## config.mk

```make
export PLATFORM = sky130hd
export DESIGN_NAME = i3c_bus_monitor
export DESIGN_NICKNAME = d
export VERILOG_FILES = /design/src/rtl/i3c_bus_monitor.sv
export SDC_FILE = /design/constraint.sdc
export NUM_CORES = 1
export LEC_CHECK = 0
export CAP_MARGIN = 20
export CORE_MARGIN = 10
export CORE_UTILIZATION = 56
export DETAILED_ROUTE_END_ITERATION = 10
export GPL_ROUTABILITY_DRIVEN = 0
export PLACE_DENSITY = 0.89
export SYNTH_ARGS = -nofsm -noshare
export SYNTH_HDL_FRONTEND = slang
export SYNTH_SLANG_ARGS = --single-unit
```

## constraint.sdc

```tcl
create_clock -name clk_i -period 2.1 [get_ports clk_i]
set_input_delay 0.525 -clock clk_i [delete_from_list [all_inputs] [get_ports clk_i]]
set_output_delay 0.525 -clock clk_i [all_outputs]
set_load 0.1 [all_outputs]
```

## src/rtl/i3c_bus_monitor.sv

```systemverilog
// I3C bus monitor front end: synchronizes and debounces raw SCL/SDA, detects SCL
// edges and START/Repeated START/STOP, and assembles bytes plus the 9th (T/ACK) bit.
module i3c_bus_monitor #(
  parameter int SyncStages = 2,
  parameter int FilterW    = 4
) (
  input  logic               clk_i,
  input  logic               rst_ni,
  input  logic               enable_i,
  input  logic               scl_i,
  input  logic               sda_i,
  input  logic [FilterW-1:0] filt_cycles_i,
  output logic               scl_o,
  output logic               sda_o,
  output logic               scl_posedge_o,
  output logic               scl_negedge_o,
  output logic               start_det_o,
  output logic               rstart_det_o,
  output logic               stop_det_o,
  output logic               bus_busy_o,
  output logic [7:0]         rx_byte_o,
  output logic               rx_byte_valid_o,
  output logic               rx_tbit_o,
  output logic               rx_tbit_valid_o
);

  logic [SyncStages-1:0]     scl_sync_q, sda_sync_q;
  logic [1:0]                sync_s;          // bit 0 = SCL, bit 1 = SDA
  logic [1:0]                f_q, f_d, p_q;
  logic [1:0][FilterW-1:0]   cnt_q, cnt_d;
  logic                      scl_rise_s, scl_fall_s, start_s, stop_s;
  logic                      busy_q, busy_d;
  logic [3:0]                bcnt_q, bcnt_d;
  logic [6:0]                shift_q, shift_d;
  logic [7:0]                byte_q, byte_d;
  logic                      tbit_q, tbit_d;
  logic                      start_q, start_d, rstart_q, rstart_d, stop_q, stop_d;
  logic                      bv_q, bv_d, tv_q, tv_d;
  logic                      pos_q, neg_q;

  assign sync_s = {sda_sync_q[SyncStages-1], scl_sync_q[SyncStages-1]};

  always_ff @(posedge clk_i) begin
    if (!rst_ni) begin
      scl_sync_q <= '1;
      sda_sync_q <= '1;
    end else begin
      scl_sync_q <= {scl_sync_q[SyncStages-2:0], scl_i};
      sda_sync_q <= {sda_sync_q[SyncStages-2:0], sda_i};
    end
  end

  // A line only follows the synchronized input after N+1 consecutive differing samples.
  always_comb begin
    f_d   = f_q;
    cnt_d = cnt_q;
    for (int i = 0; i < 2; i++) begin
      if (sync_s[i] == f_q[i]) begin
        cnt_d[i] = '0;
      end else if (cnt_q[i] == filt_cycles_i) begin
        f_d[i]   = sync_s[i];
        cnt_d[i] = '0;
      end else begin
        cnt_d[i] = cnt_q[i] + 1'b1;
      end
    end
  end

  // Conditions need SCL high in both cycles, so a simultaneous SCL change masks them.
  assign scl_rise_s = ~p_q[0] &  f_q[0];
  assign scl_fall_s =  p_q[0] & ~f_q[0];
  assign start_s    =  p_q[1] & ~f_q[1] & p_q[0] & f_q[0];
  assign stop_s     = ~p_q[1] &  f_q[1] & p_q[0] & f_q[0];

  always_comb begin
    busy_d   = busy_q;
    bcnt_d   = bcnt_q;
    shift_d  = shift_q;
    byte_d   = byte_q;
    tbit_d   = tbit_q;
    start_d  = 1'b0;
    rstart_d = 1'b0;
    stop_d   = 1'b0;
    bv_d     = 1'b0;
    tv_d     = 1'b0;
    if (!enable_i) begin
      busy_d = 1'b0;
      bcnt_d = 4'd0;
    end else if (start_s) begin
      busy_d   = 1'b1;
      bcnt_d   = 4'd0;
      start_d  = ~busy_q;
      rstart_d = busy_q;
    end else if (stop_s) begin
      busy_d = 1'b0;
      bcnt_d = 4'd0;
      stop_d = 1'b1;
    end else if (scl_rise_s && busy_q) begin
      if (bcnt_q == 4'd8) begin
        tbit_d = f_q[1];
        tv_d   = 1'b1;
        bcnt_d = 4'd0;
      end else begin
        shift_d = {shift_q[5:0], f_q[1]};
        bcnt_d  = bcnt_q + 4'd1;
        if (bcnt_q == 4'd7) begin
          byte_d = {shift_q, f_q[1]};
          bv_d   = 1'b1;
        end else begin
          bv_d = 1'b0;
        end
      end
    end else begin
      busy_d = busy_q;
    end
  end

  always_ff @(posedge clk_i) begin
    if (!rst_ni) begin
      f_q      <= 2'b11;
      p_q      <= 2'b11;
      cnt_q    <= '0;
      busy_q   <= 1'b0;
      bcnt_q   <= 4'd0;
      shift_q  <= 7'd0;
      byte_q   <= 8'd0;
      tbit_q   <= 1'b0;
      start_q  <= 1'b0;
      rstart_q <= 1'b0;
      stop_q   <= 1'b0;
      bv_q     <= 1'b0;
      tv_q     <= 1'b0;
      pos_q    <= 1'b0;
      neg_q    <= 1'b0;
    end else begin
      f_q      <= f_d;
      p_q      <= f_q;
      cnt_q    <= cnt_d;
      busy_q   <= busy_d;
      bcnt_q   <= bcnt_d;
      shift_q  <= shift_d;
      byte_q   <= byte_d;
      tbit_q   <= tbit_d;
      start_q  <= start_d;
      rstart_q <= rstart_d;
      stop_q   <= stop_d;
      bv_q     <= bv_d;
      tv_q     <= tv_d;
      pos_q    <= scl_rise_s;
      neg_q    <= scl_fall_s;
    end
  end

  assign scl_o           = f_q[0];
  assign sda_o           = f_q[1];
  assign scl_posedge_o   = pos_q;
  assign scl_negedge_o   = neg_q;
  assign start_det_o     = start_q;
  assign rstart_det_o    = rstart_q;
  assign stop_det_o      = stop_q;
  assign bus_busy_o      = busy_q;
  assign rx_byte_o       = byte_q;
  assign rx_byte_valid_o = bv_q;
  assign rx_tbit_o       = tbit_q;
  assign rx_tbit_valid_o = tv_q;

endmodule

```

# Word-level counts from Yosys, hierarchy flattened
# Index checks and enable logic that the tools add are counted.
[totals] in_bits=9 elab_cells=70 register_bits=44 out_inout_bits=19
[classes] eq_ne=6 muxes=6 n_addsub=3 n_reduce_logical=15 n_bitwise=21
[op_table] op="NOT 1 bit" count=13
[op_table] op="adder 4 x 1 -> 4 bit, second input constant" count=3
[op_table] op="AND reduction 5 bit" count=2
[op_table] op="OR reduction 3 bit" count=3
[op_table] op="bitwise AND 1 bit" count=8
[op_table] op="== test 4 bit" count=2
[op_table] op="AND reduction 2 bit" count=3
[op_table] op="AND reduction 6 bit" count=1
[op_table] op="OR reduction 6 bit" count=1
[op_table] op="two-way mux 1 bit" count=5
[op_table] op="OR reduction 5 bit" count=1
[op_table] op="== test 4 x 3 -> 1 bit, second input constant" count=1
[op_table] op="== test 4 bit, second input constant" count=1
[op_table] op="two-way mux 4 bit" count=1
[op_table] op="OR reduction 4 bit" count=1
[op_table] op="AND reduction 3 bit" count=1
[op_table] op="== test 1 bit" count=2
[op_table] op="nonzero test 2 bit" count=1
[op_table] op="logical AND 1 bit" count=1

# Logic depth before layout (Yosys ltp)
# Gate-level depths: netlist of the first run.
[logic_depth] depth_word=6 depth_mapped=5 mapped_depth_nobuf=5

# Worst setup path after synthesis of the first run
# OpenSTA, ideal clock, no wires.
[synth_path] kind="flip-flop to flip-flop" startpoint="reg f_q[0]" endpoint="reg byte_q[0], in the netlist rx_byte_o[0]" arrival_time_ps=2003 path_stages_with_launch=5 required_time_ps=2025 n_path_buf=1 period_less_slack_ps=2078 setup_ps=75 slack_ps=22 path_cell_list="dfxtp_1 buf_6 nand4b_1 nor2_2 mux2i_1"
[synth_via] elab_chain_len=3 elab_cells_between_ends=7 classes_between="bitwise (5); reduce/logical (2)"
[synth_lines] item="start: declaration" line="29" source="logic [1:0] f_q, f_d, p_q;"
[synth_lines] item="start signal: assignment" line="120" source="f_q <= 2'b11;"
[synth_lines] item="start signal: assignment" line="136" source="f_q <= f_d;"
[synth_lines] item="bitwise AND 1 bit (on tied branches)" line="70, 72, 73"
[synth_lines] item="logical AND 1 bit / NOT 1 bit (equally long branches)"
[synth_lines] item="AND reduction 6 bit (no source line) (*)"
[synth_lines] item="end signal: assignment" line="142" source="byte_q <= byte_d;"
[synth_lines] item="end: declaration" line="35" source="logic [7:0] byte_q, byte_d;"
# Mark *: on every way between the ends. The rest lies on a longest branch, timed or not.
# A chain may end at the register's enable or synchronous reset.

# Worst setup path in the final report of the first run
[layout_path] startpoint="reg f_q[0]" endpoint="out scl_o"
[layout_lines] item="end: declaration" line="13" source="output logic scl_o,"
# No word-level cell between the ends.

==> results of run 1 <==
-- layer usage --
layer,track usage,routed length (µm),up-vias,share of wire
li1,-,-,623,-
met1,0.132,1410,576,0.42
met2,0.219,1650,25,0.49
met3,0.0573,203,7,0.061
met4,0.0639,80,0,0.024
met5,0,0,-,0
-- registers in the layout (all words and copies together) (netlist names), 2 cells and up --
signal and flops:
shift_q 7, bcnt_q 4, sda_sync_q 2, cnt_q 8, p_q 2, scl_sync_q 2
rx_byte_o 8, f_q 2
-- stage by stage --
step	worst slack [ps]	util	hold slack (ps)	power [µW]	instance area (µm²)
2_1_floorplan	22.0	-	386	899	1730
3_3_place_gp	167	0.684	390	928	2050
3_5_place_dp	124	0.684	396	930	2050
4_1_cts	376	0.710	429	1430	2130
5_1_grt	328	0.710	452	1480	2130
6_report	378	0.710	419	1420	2130
-- cell families after synthesis --
family	synth area share
simple gates	0.221
flops	0.510
mux	0.106
xor+xnor	0.0761
compound gates	0.0333
buf+inv	0.0246
fa+ha+maj	0.0290
-- power by group --
| group | switching (µW) | internal (µW) |
|---|---|---|
| Sequential | 4.17 | 840 |
| Clock | 256 | 250 |
| Combinational | 34.5 | 32.6 |
| Total | 294 | 1120 |
-- Yosys cell counts (all sizes together), types with 2 or more instances --
library cell   n  share of area
mux2i         16          0.093
dfxtp         44           0.51
nor4           2          0.025
nand3b         3          0.020
xor2          13          0.066
and2           2         0.0072
o21ai          2         0.0058
ha             4          0.029
nor2           5          0.014
inv            5          0.011
xnor2          2          0.010
a21oi          2         0.0058
nor3           8          0.023
nand3          3         0.0087
clkbuf         2         0.0043
mux2           2          0.013
nand2         21          0.046
buf            2         0.0094
nand2b         8          0.029
nor3b          4          0.017
-- area by class of cell --
cell class	count	area share
tap	33	0.0194
sequential	44	0.413
clock inverter	2	0.0164
multi-input combinational	109	0.377
timing repair buffer	32	0.146
clock buffer	6	0.0194
inverter	5	0.00881
-- path summary, 6_finish.rpt --
| kind | endpoint | slack [ps] |
|---|---|---|
| hold reg to reg | scl_sync_q[1] | 420 |
| setup / recovery | scl_o | 380 |
| hold / removal | scl_sync_q[1] | 420 |
| setup reg to reg | rx_byte_o[1] | 550 |
-- placed cells by master (no fill, tap or decap), types with 3 or more instances in the layout --
master                            synthesis  routed
sky130_fd_sc_hd__nor3b_1                  4       4
sky130_fd_sc_hd__buf_4                    0      20
sky130_fd_sc_hd__nor3_1                   8       8
sky130_fd_sc_hd__nand2_1                 21      21
sky130_fd_sc_hd__ha_1                     4       4
sky130_fd_sc_hd__nand2b_1                 8       8
sky130_fd_sc_hd__clkdlybuf4s50_1          0       8
sky130_fd_sc_hd__nor2_1                   3       3
sky130_fd_sc_hd__buf_12                   0       4
sky130_fd_sc_hd__mux2i_1                 16      16
sky130_fd_sc_hd__nand3_1                  3       3
sky130_fd_sc_hd__clkbuf_4                 0       5
sky130_fd_sc_hd__xor2_1                  13      13
sky130_fd_sc_hd__inv_1                    5       5
sky130_fd_sc_hd__dfxtp_1                 44      44
==> impl_summary.log, run 1 <==
[metrics] Crit Path Max Fanout: 8
[metrics] slew at the pin closest to its max-slew limit: 432 ps
[metrics] Post-Syn Area: 0.00173 mm²
[metrics] Bufs and invs on worst path: 1
[metrics] wire length of the first global-routing pass: 5600 µm
[metrics] total via count after detailed routing: 1,231
[metrics] per-instance average area after synthesis: 10.7 µm²
[metrics] total length of routed wires: 3340 µm
[metrics] hold bufs inserted after CTS: 0
[metrics] outcome: finished, final reports clean
[metrics] nature of the critical path endpoint: output pin
[metrics] I/O pin count: 28
[metrics] depth of the critical timing path with buffers and inverters included: 1
[metrics] Critical Path Slowest Stage Cell: sky130_fd_sc_hd__dfxtp_1
[metrics] proportion of synthesized chip area in sequential cells: 0.510
[metrics] ys async rst share: 0
[metrics] most instantiated flip-flop cell in the synthesis netlist: sky130_fd_sc_hd__dfxtp_1
[metrics] filler cell count: 233
[metrics] clock skew after layout: 9.87 ps
[metrics] Total Die Area: 0.00570 mm²
[metrics] Seq. cell area: 881 µm²
[metrics] normalized max-slew margin: 0.712
[metrics] count of placed standard cells in the final layout, fillers left out: 231
[metrics] placed cell count: 223
[metrics] number of global-route vias before repair: 1,276
[metrics] die span in y: 75.5 µm
[metrics] number of input and output port buffers inserted: 27
[metrics] largest incremental delay on the critical path: 610 ps
[metrics] worst-case reg-to-reg path depth: 4
[metrics] deepest level of the CTS H-tree: 2
[metrics] synthesis-stage register bit count: 44
[metrics] peak clock frequency supported by timing: 581 MHz
[metrics] Initial DRC Count: 52
[metrics] width of the chip: 75.5 µm
[metrics] Unique masters post-synth: 35
[metrics] delay-heaviest family, CP: flip-flops
[metrics] Post-Syn Instances: 162
[metrics] sum of net half-perimeters after detailed placement: 2480 µm
[metrics] DR WL/cell: 14.5 µm
[metrics] number of warnings reported in the yosys synthesis log: 0
[metrics] critical setup path kind: reg2out
[metrics] root buffer cell: sky130_fd_sc_hd__clkbuf_4
[metrics] combined area of the multi-input logic cells: 803 µm²
[metrics] crit start category: register
[metrics] ratio of final minimum period to clock period: 0.820
[metrics] worst hold-check path type: reg2reg
[metrics] Nets: 210
[metrics] Finish-stage setup viols: 0
[metrics] Antenna Violating Nets Remaining: 0
[metrics] startpoint of the worst hold path: scl_sync_q[0]
[metrics] max-slew violations: 0
[metrics] vias per inst: 5.33
[metrics] number of endpoints with negative hold slack in the final report: 0
[metrics] number of detailed-route iterations in the first pass: 4
[metrics] Post-synth EDFFs: 0
[metrics] initial core utilization: 0.575
[metrics] DRC: 0
[metrics] setup TNS: 0 ps
[metrics] unrepaired setup endpoints after global routing: no
[metrics] sequence of cells on the critical path: buf_12
[metrics] clock latency on the worst-skew pair: 350 ps
[metrics] Data arrival, critical path: 1200 ps
[metrics] crit path time final: 1720 ps
[metrics] GR Util All Layers: 0.129
[metrics] post-cts sizing count: 0
[metrics] std cell rows: 20
[metrics] worst hold path depth: 1
[metrics] number of antenna violations at the first check in global routing: 0
[metrics] power density over the cells: 665 mW/mm²
[metrics] launching instance or port of the critical path: f_q[0]
[metrics] ratio of cells with drive above 1 in the final layout: 0.197
[metrics] count of maximum capacitance violations: 0
[metrics] synthesized netlist net count: 175
[metrics] count of inserted antenna diode cells: 0
[metrics] Core Area: 0.00300 mm²
[metrics] LEAKAGE: 0.000842 µW
[metrics] required arrival time at the worst endpoint: 1570 ps
[metrics] clock tree from TritonCTS: done
[metrics] # clock sinks: 44
[metrics] largest net degree at the start of global routing: 27
[metrics] clk slew on worst S/H paths: 120 ps
[metrics] clock buffers created by TritonCTS: 5
[metrics] reg2reg start: f_q[0]
[metrics] worst vdd ir: 463 µV
[metrics] sum of overflow across all layers after global routing: 0
[metrics] growth of design area from synthesis to finish: 23.4%
[metrics] post-CTS setup-driven buffer insertion count: 0
[metrics] Max clock buf depth: 2
No activity file was read; power rests on OpenSTA's default activity.
==> run 2, diff against run 1 <==
--- a/config.mk
+++ b/config.mk
@@ -7,10 +7,10 @@
 export LEC_CHECK = 0
 export CAP_MARGIN = 20
 export CORE_MARGIN = 10
-export CORE_UTILIZATION = 56
+export CORE_UTILIZATION = 52
 export DETAILED_ROUTE_END_ITERATION = 10
 export GPL_ROUTABILITY_DRIVEN = 0
-export PLACE_DENSITY = 0.89
+export PLACE_DENSITY = 0.84
 export SYNTH_ARGS = -nofsm -noshare
 export SYNTH_HDL_FRONTEND = slang
 export SYNTH_SLANG_ARGS = --single-unit
==> constraint.sdc (replaced) <==
create_clock -name clk_i -period 1.8 [get_ports clk_i]
set_input_delay 0.45 -clock clk_i [delete_from_list [all_inputs] [get_ports clk_i]]
set_output_delay 0.45 -clock clk_i [all_outputs]
set_load 0.1 [all_outputs]
==> run 2 against run 1 <==
Clock-buffer cell count is 1 lower. Flip-flop and latch count stayed put. Routed wire length is 4.3% higher. Sequential power up 17%. Non-clock buffer count rose by 3. Cell count rose by 6.1%. Utilization up 5.3 points. Critical endpoint is now sda_o.
==> impl_summary.log, run 2 (same netlist as run 1, synthesis figures left out) <==
[metrics] normalized max-slew margin: 0.785
[metrics] initial core utilization: 0.552
[metrics] total via count after detailed routing: 1,274
[metrics] worst hold-check path type: reg2reg
[metrics] delay-heaviest family, CP: flip-flops
[metrics] startpoint of the worst hold path: sda_sync_q[0]
[metrics] clock skew after layout: 11.7 ps
[metrics] setup slack, reg-to-reg: 320 ps
[metrics] Antenna Violating Nets Remaining: 0
[metrics] post-cts sizing count: 0
[metrics] ratio of final minimum period to clock period: 0.872
[metrics] die span in y: 77.6 µm
[metrics] crit start category: register
[metrics] number of input and output port buffers inserted: 27
[metrics] Reg-to-Reg End: bcnt_q[2]
[metrics] ratio of cells with drive above 1 in the final layout: 0.224
[metrics] DR WL/cell: 14.2 µm
[metrics] growth of design area from synthesis to finish: 38.2%
[metrics] sum of overflow across all layers after global routing: 0
[metrics] Core Area: 0.00313 mm²
[metrics] number of global-route vias before repair: 1,327
[metrics] count of maximum capacitance violations: 0
[metrics] post-CTS setup-driven buffer insertion count: 0
[metrics] peak clock frequency supported by timing: 637 MHz
[metrics] power density over the cells: 704 mW/mm²
[metrics] clock tree from TritonCTS: done
[metrics] largest incremental delay on the critical path: 530 ps
[metrics] placed cell count: 237
[metrics] root buffer cell: sky130_fd_sc_hd__clkbuf_4
[metrics] required arrival time at the worst endpoint: 1350 ps
[metrics] most congested layer reported by global routing: met2
[metrics] number of endpoints with negative hold slack in the final report: 0
[metrics] number of antenna violations at the first check in global routing: 0
[metrics] worst-case reg-to-reg path depth: 5
[metrics] count of inserted antenna diode cells: 0
[metrics] most common library cell in the layout ignoring fill and taps: sky130_fd_sc_hd__dfxtp_1
[metrics] commonest non-fill, non-tap cells in the layout: sky130_fd_sc_hd__dfxtp_1, sky130_fd_sc_hd__nand2_1, sky130_fd_sc_hd__buf_12
[metrics] Nets: 213
[metrics] worst hold path depth: 1
[metrics] Total Die Area: 0.00603 mm²
[metrics] Bufs and invs on worst path: 1
[metrics] slew at the pin closest to its max-slew limit: 322 ps
[metrics] Worst Hold Endpoint: sda_sync_q[1]
[metrics] Hold WS: 415 ps
[metrics] number of detailed-route iterations in the first pass: 4
[metrics] clk slew on worst S/H paths: 140 ps
[metrics] outcome: finished, final reports clean
[metrics] Finish-stage setup viols: 0
[metrics] global-route met2 utilization: 0.218
[metrics] count of placed standard cells in the final layout, fillers left out: 245
[metrics] clock latency on the worst-skew pair: 360 ps
[metrics] DRC: 0
[metrics] Data arrival, critical path: 1120 ps
[metrics] Critical Path Slowest Stage Cell: sky130_fd_sc_hd__dfxtp_1
[metrics] unrepaired setup endpoints after global routing: no
[metrics] critical setup path kind: reg2out
[metrics] worst vdd ir: 501 µV
[metrics] width of the chip: 77.6 µm
[metrics] global routing usage on met1: 0.124
[metrics] # clock sinks: 44
[metrics] I/O pin count: 28
[metrics] hold bufs inserted after CTS: 0
[metrics] Tot Pwr: 1680 µW
[metrics] fin util: 0.763
[metrics] sequence of cells on the critical path: buf_12
[metrics] deepest level of the CTS H-tree: 2
[metrics] GR Util All Layers: 0.124
[metrics] LEAKAGE: 0.000900 µW
[metrics] reg2reg start: bcnt_q[0]
[metrics] sum of net half-perimeters after detailed placement: 2780 µm
[metrics] vias per inst: 5.20
[metrics] crit path time final: 1570 ps
[metrics] clock buffers created by TritonCTS: 5
[metrics] Initial DRC Count: 55
[metrics] largest net degree at the start of global routing: 21
[metrics] std cell rows: 20
[metrics] launching instance or port of the critical path: f_q[1]
[metrics] nature of the critical path endpoint: output pin
[metrics] wire length of the first global-routing pass: 6180 µm
[metrics] Max clock buf depth: 2
[metrics] Crit Path Max Fanout: 7
[metrics] total length of routed wires: 3490 µm
[metrics] GR Util met3: 0.0576
[metrics] max-slew violations: 0
==> run 2: cell count changes in the layout (fill, tap and decap cells not counted), sizes merged <==
cell | previous run | this run
buf | 24 | 27
clkbuf | 6 | 5
clkinvlp | 0 | 1
==> run 2: routing by layer <==
metal,vias up,routed length [µm],share of wire
met5,-,0,0
met4,0,70,0.020
met3,9,215,0.062
met2,26,1840,0.53
met1,608,1360,0.39
li1,631,-,-
==> run 2: cell type report <==
class | instances | area [µm²]
Sequential cell | 44 | 883
Multi-Input combinational cell | 109 | 803
Fill cell | 201 | 742
Timing Repair Buffer | 35 | 546
Tap cell | 44 | 55.1
Clock inverter | 3 | 42.5
Clock buffer | 5 | 37.5
Inverter | 5 | 18.8
==> run 2: worst max-delay path by stage <==
stage | cells after the start | slack (ps) | endpoint
3_3_place_gp | 4 | -60 | f_q[0]
6_report | 1 | 230 | sda_o
2_1_floorplan | 4 | 70 | rx_byte_o[0]
3_5_place_dp | 4 | -110 | f_q[0]
5_1_grt | 1 | 170 | sda_o
4_1_cts | 1 | 220 | sda_o
==> run 2: stage by stage <==
stage               setup TNS (ps)  cell area, µm²  worst slack [ps]
CTS                              0            2390               221
finish                           0            2390               230
floorplan                        0            1730              65.2
global route                     0            2390               170
detailed placement            -249            2310              -109
global placement              -113            2310             -58.8
==> run 2: power by group <==
group | internal [µW] | switching (µW)
Clock | 290 | 321
Combinational | 41.5 | 41.9
Sequential | 980 | 5.02
Total | 1310 | 368
